**config.mk**
```make
export PLATFORM = sky130hd
export DESIGN_NAME = rf_riscv_sb
export DESIGN_NICKNAME = d
export VERILOG_FILES = /design/src/rtl/rf_pkg.sv /design/src/rtl/rf_scoreboard.sv /design/src/rtl/rf_riscv_sb.sv
export SDC_FILE = /design/constraint.sdc
export NUM_CORES = 2
export LEC_CHECK = 0
export BUFFER_PORTS_ARGS = -buffer_cell sky130_fd_sc_hd__clkbuf_2
export CORE_ASPECT_RATIO = 1.5
export CORE_MARGIN = 3
export CORE_UTILIZATION = 63
export CTS_CLUSTER_SIZE = 30
export DETAILED_ROUTE_END_ITERATION = 8
export PLACE_DENSITY = 0.91
export SLEW_MARGIN = 15
export SYNTH_ARGS = -nofsm -noshare
export SYNTH_HDL_FRONTEND = slang
export SYNTH_SLANG_ARGS = --single-unit
export TNS_END_PERCENT = 100
```
**constraint.sdc**
```tcl
create_clock -name clk_i -period 39 [get_ports clk_i]
set_clock_uncertainty 0.1 [all_clocks]
set_input_delay 3.9 -clock clk_i [delete_from_list [all_inputs] [get_ports clk_i]]
set_output_delay 3.9 -clock clk_i [all_outputs]
set_load 0.01 [all_outputs]
```
**src/rtl/rf_pkg.sv**
```systemverilog
// Shared defaults and types for the scoreboarded register file.
package rf_pkg;

  localparam int unsigned XLEN_DEF = 32;
  localparam int unsigned REGS_DEF = 32;
  localparam int unsigned NRD_DEF  = 2;

  typedef logic [$clog2(REGS_DEF)-1:0] reg_addr_t;
  typedef logic [XLEN_DEF-1:0]         xlen_t;

endpackage

```
**src/rtl/rf_scoreboard.sv**
```systemverilog
// Per-register busy scoreboard: issue handshake, writeback clear, busy count.
module rf_scoreboard #(
  parameter int unsigned REGS = 32,
  parameter int unsigned AW   = $clog2(REGS),
  parameter int unsigned CW   = $clog2(REGS + 1)
) (
  input  logic            clk_i,
  input  logic            rst_i,
  input  logic            write_enable_i,
  input  logic [AW-1:0]   write_addr_i,
  input  logic            issue_valid_i,
  input  logic [AW-1:0]   issue_addr_i,
  output logic            issue_ready_o,
  output logic [REGS-1:0] busy_o,
  output logic [CW-1:0]   busy_cnt_o
);

  logic [REGS-1:0] busy_q, busy_d;
  logic [CW-1:0]   cnt_q, cnt_d;

  // Ready only when the destination has no pending write; x0 is always free.
  assign issue_ready_o = !busy_q[issue_addr_i] || (issue_addr_i == '0);

  // Next busy vector: writeback clears, accepted issue sets (issue wins on collision).
  always_comb begin
    busy_d = busy_q;
    cnt_d  = '0;
    if (write_enable_i && (write_addr_i != '0)) begin
      busy_d[write_addr_i] = 1'b0;
    end
    if (issue_valid_i && issue_ready_o && (issue_addr_i != '0)) begin
      busy_d[issue_addr_i] = 1'b1;
    end
    busy_d[0] = 1'b0;
    for (int i = 0; i < int'(REGS); i++) begin
      cnt_d = cnt_d + CW'(busy_d[i]);
    end
  end

  // Busy bits and their population count update together.
  always_ff @(posedge clk_i or posedge rst_i) begin
    if (rst_i) begin
      busy_q <= '0;
      cnt_q  <= '0;
    end else begin
      busy_q <= busy_d;
      cnt_q  <= cnt_d;
    end
  end

  assign busy_o     = busy_q;
  assign busy_cnt_o = cnt_q;

endmodule

```
**src/rtl/rf_riscv_sb.sv**
```systemverilog
// Scoreboarded RISC-V register file: NRD combinational read ports, one write
// port, async clear, busy tracking for RAW/WAW hazard detection.
// Optional macro RF_BYPASS_EN: same-cycle write-to-read forwarding.
module rf_riscv_sb
  import rf_pkg::*;
#(
  parameter int unsigned XLEN = XLEN_DEF,
  parameter int unsigned REGS = REGS_DEF,
  parameter int unsigned NRD  = NRD_DEF
) (
  input  logic                       clk_i,
  input  logic                       rst_i,
  input  logic                       write_enable_i,
  input  logic [$clog2(REGS)-1:0]    write_addr_i,
  input  logic [XLEN-1:0]            write_data_i,
  input  logic [NRD*$clog2(REGS)-1:0] read_addr_i,
  output logic [NRD*XLEN-1:0]        read_data_o,
  output logic [NRD-1:0]             read_busy_o,
  input  logic                       issue_valid_i,
  input  logic [$clog2(REGS)-1:0]    issue_addr_i,
  output logic                       issue_ready_o,
  output logic [$clog2(REGS+1)-1:0]  busy_cnt_o
);

  localparam int unsigned AW = $clog2(REGS);
  localparam int unsigned CW = $clog2(REGS + 1);

  logic [XLEN-1:0] mem_q [REGS];
  logic [XLEN-1:0] mem_d [REGS];
  logic [REGS-1:0] busy;

  rf_scoreboard #(
    .REGS (REGS),
    .AW   (AW),
    .CW   (CW)
  ) u_sb (
    .clk_i          (clk_i),
    .rst_i          (rst_i),
    .write_enable_i (write_enable_i),
    .write_addr_i   (write_addr_i),
    .issue_valid_i  (issue_valid_i),
    .issue_addr_i   (issue_addr_i),
    .issue_ready_o  (issue_ready_o),
    .busy_o         (busy),
    .busy_cnt_o     (busy_cnt_o)
  );

  // Next storage contents; writes to x0 are dropped so it stays zero.
  always_comb begin
    mem_d = mem_q;
    if (write_enable_i && (write_addr_i != '0)) begin
      mem_d[write_addr_i] = write_data_i;
    end
  end

  // Storage array, cleared asynchronously.
  always_ff @(posedge clk_i or posedge rst_i) begin
    if (rst_i) begin
      for (int i = 0; i < int'(REGS); i++) begin
        mem_q[i] <= '0;
      end
    end else begin
      mem_q <= mem_d;
    end
  end

  // Combinational read muxes, optionally forwarding the in-flight writeback.
  always_comb begin
    logic [AW-1:0] ra;
    read_data_o = '0;
    read_busy_o = '0;
    for (int k = 0; k < int'(NRD); k++) begin
      ra = read_addr_i[k*AW +: AW];
      read_data_o[k*XLEN +: XLEN] = mem_q[ra];
      read_busy_o[k]              = busy[ra];
`ifdef RF_BYPASS_EN
      if (write_enable_i && (write_addr_i == ra) && (ra != '0)) begin
        read_data_o[k*XLEN +: XLEN] = write_data_i;
        read_busy_o[k] = issue_valid_i && issue_ready_o && (issue_addr_i == ra);
      end
`endif
    end
  end

endmodule

```
==> metrics <==
status=completed; Clock Power Share=0.293; clock transition at the registers of the reported paths=0.06 ns; setup ws final=27.35 ns; setup TNS=0 ns; kind of critical path=in2out; Comb pwr share=0.283; Die X=around 250 um; Worst-Skew Late Latency=0.70 ns; All-Layer GR Usage=0.3632; routed length per placed instance=approximately 35 um; Routed WL=between 150000 and 200000 um; HPWL after DPL=between 80000 and 90000 um; layout cells sized above 1=0.5355; Least-Margin Pin Slew=1.250 ns; largest net degree at the start of global routing=roughly 190; Yosys reg bits=~1.1k; Slowest cell on crit path=buf_4; Final Cell Area=60840 um^2; syn nets=3824; Hold Path Class=reg2reg; Post-DP Area=57400 um^2; r2r setup slk=32.70 ns; RePlAce Congestion=0.9112; sequential fraction of the synthesis area=0.4711; cts repair resizes=0; first-pass GRT wire length=251700 um; Worst Path Max Fanout=72; Mapped Cells=3736; fill count=5245; Yosys Warn Count=0; Root Driver=clkbuf_16; number of global-route vias before repair=40.31k; gr ovfl total=0; Peak Freq=roughly 86 MHz; Psw=approximately 1.1 mW; area of the mapped netlist=56350 um^2; Final Setup Violations=0; IO buf count=128; nets@finish=3704; Die Y=between 300 and 400 um; CP max stage delay=between 0.8 and 0.9 ns; CTS Hold Bufs=0; Vias=37.40k; Post-CTS Setup Bufs=0; CTS tree=done; core area=88200 um^2; MaxCap Viol Count=0; CP Capture Type=output port; CP Launch Type=input pin; RSZ-0062 raised after global routing=false; Slew Viols, Final=0; Req. time, crit path=35.00 ns; Initial DRC Count=4388; Top cell by count, worst path=buf_4; Int Pwr=between 2 and 2.5 mW; Reg power frac=0.423; Leak=26.43 nW; critical path arrival=between 7 and 8 ns; Top Ports=roughly 130; EDFF count, synth=0; P&R area growth vs syn=7.960%; syn_area_per_cell=between 15 and 20 um^2; clk sinks=1061; Vias/cell=7.716; Final Hold Fails=0; clock buffer depth=3; initial antenna violation count=9; WP buf/inv=4; die area=93150 um^2; crit-path leading delay family=buffers and inverters; Main synth FF type=dfrtp_1; Max VDD drop=around 130 uV; PwrDens=57.98 nW/um^2; First-pass DRT Iterations=6; dpl ws=around 27 ns; initial core utilization=0.6389; asr flop ratio synth=1.000; Switching Share=0.2986; H-Tree Depth=3; drc violations=0; CP Cell Sequence=buf_8 > buf_4 > buf_4 > mux4_2 > o22ai_1 > a211oi_1 > clkbuf_2; distinct cell type count after synthesis=53; post-route antenna net violation count=0; max_slew headroom=0.1615; Final period util=0.2988; row count=133; crit path time final=11.65 ns; cts bufs inserted=97
[layer usage]
layer	routed length [um]	global-route usage
met1	54010	0.4266
met2	79530	0.5696
met3	18000	0.09485
met4	16160	0.2913
met5	0	0
[power by group through the flow]
| stage | Sequential [mW] | Clock (mW) | Combinational [mW] |
|---|---|---|---|
| 2_1_floorplan | 1.44 | 0 | 0.799 |
| 3_3_place_gp | 1.47 | 0 | 0.940 |
| 3_5_place_dp | 1.50 | 0 | 0.986 |
| 4_1_cts | 1.49 | 1.04 | 1.00 |
| 5_1_grt | 1.52 | 1.08 | 1.09 |
| 6_report | 1.49 | 1.03 | 1.00 |
[registers in the layout (all words and copies together) (netlist names)]
signal,flops
mem_q,1024
u_sb.busy_cnt_o,6
u_sb.busy_o,31
[layout by cell type, fill, tap and decap left out, drive strengths merged, types with 10 or more instances in the layout]
cell type     n
clkbuf      271
mux2       1128
o22ai       130
nor2b        11
a221o        64
clkinv       11
inv          43
buf          87
a22oi        77
mux4        465
a21oi        68
nand2        40
bufinv       12
a22o         21
nor2         22
fa           23
dfrtp      1061
nor3         10
a211oi       65
[worst reg2reg max path, cell delays in order, from the launching register on]
cell	delay, ns
dfrtp_1	0.45
mux2_2	0.30
a22o_1	0.26
nor4bb_1	0.27
buf_4	0.24
a22o_1	0.21
ha_1	0.25
inv_1	0.07
fa_1	0.42
inv_1	0.11
fa_1	0.44
fa_1	0.46
fa_1	0.49
inv_1	0.05
fa_1	0.47
inv_1	0.05
fa_1	0.50
ha_1	0.17
inv_1	0.06
fa_1	0.45
inv_1	0.07
a21o_1	0.10
a21oi_1	0.07
xnor2_1	0.12
[layout make-up]
type / instances / area (um^2) / share of cell area
multi-input cells: 2204 / 27930 / 0.4590
flip-flops and latches: 1061 / 26550 / 0.4364
clock buffers: 147 / 2950 / 0.04849
well taps: 1147 / 1435 / 0.02359
repair buffers: 211 / 1329 / 0.02184
clock inverters: 28 / 466.7 / 0.007671
inverters: 41 / 161.4 / 0.002653
diodes: 8 / 20.02 / 0.0003291
[worst paths after layout]
check                                               from                           end  cells after the start
worst max-delay path                      read_addr_i[5]               read_data_o[41]                      7
worst min-delay path             mem_q[1022]$_DFFE_PP0P_       mem_q[1022]$_DFFE_PP0P_                      0
worst max register to register  u_sb.busy_o[9]$_DFF_PP0_  u_sb.busy_cnt_o[4]$_DFF_PP0_                     23
worst min register to register   mem_q[1022]$_DFFE_PP0P_       mem_q[1022]$_DFFE_PP0P_                      0
max in group asynchronous                          rst_i        mem_q[464]$_DFFE_PP0P_                      5
min in group asynchronous                          rst_i        mem_q[442]$_DFFE_PP0P_                      2
[synthesized netlist by cell type (all sizes together), types with 2 or more instances]
library cell	n	area, um^2
clkbuf	191	718.2
or2	2	12.52
a211oi	65	488.0
mux4	465	10470
nor3	10	60.06
nor2	22	85.09
a22oi	77	578.1
mux2i	8	80.08
a32oi	5	43.79
nand2b	6	37.54
nand2	40	150.1
nor3b	5	48.80
and2	3	18.77
ha	9	112.6
o21ai	4	20.02
a22o	21	183.9
fa	23	460.4
nand3b	4	30.03
o22ai	130	813.3
buf	239	1189
inv	41	153.9
a21oi	68	340.3
xnor2	3	26.28
a21o	2	15.01
a32o	8	80.08
and3b	3	26.28
nor2b	11	68.82
dfrtp	1061	26550
a221o	64	640.6
mux2	1128	12700
or3	4	25.02
nand4b	2	17.52
[stage by stage]
stage               utilization  total power, mW  hold slack [ns]  instances
detailed placement       0.6508            2.483           0.2841       4664
CTS                      0.6896            3.523           0.2995       4839
global placement         0.6508            2.411           0.2779       4664
global route             0.6897            3.689           0.3114       4844
finish                   0.6898            3.528           0.2980       4847
floorplan                     -            2.243           0.3426       3736
[logic make-up after synthesis]
group | Yosys count | share of synthesized area
AO/OA/AOI/OAI | 453 | 0.05828
XOR/XNOR | 3 | 0.0004663
adder cells (fa/ha/maj) | 32 | 0.01017
buffers and inverters | 471 | 0.03657
flip-flops | 1061 | 0.4711
multiplexers | 1601 | 0.4127
AND/OR/NAND/NOR | 115 | 0.01070
No activity file was read; power rests on OpenSTA's default activity.
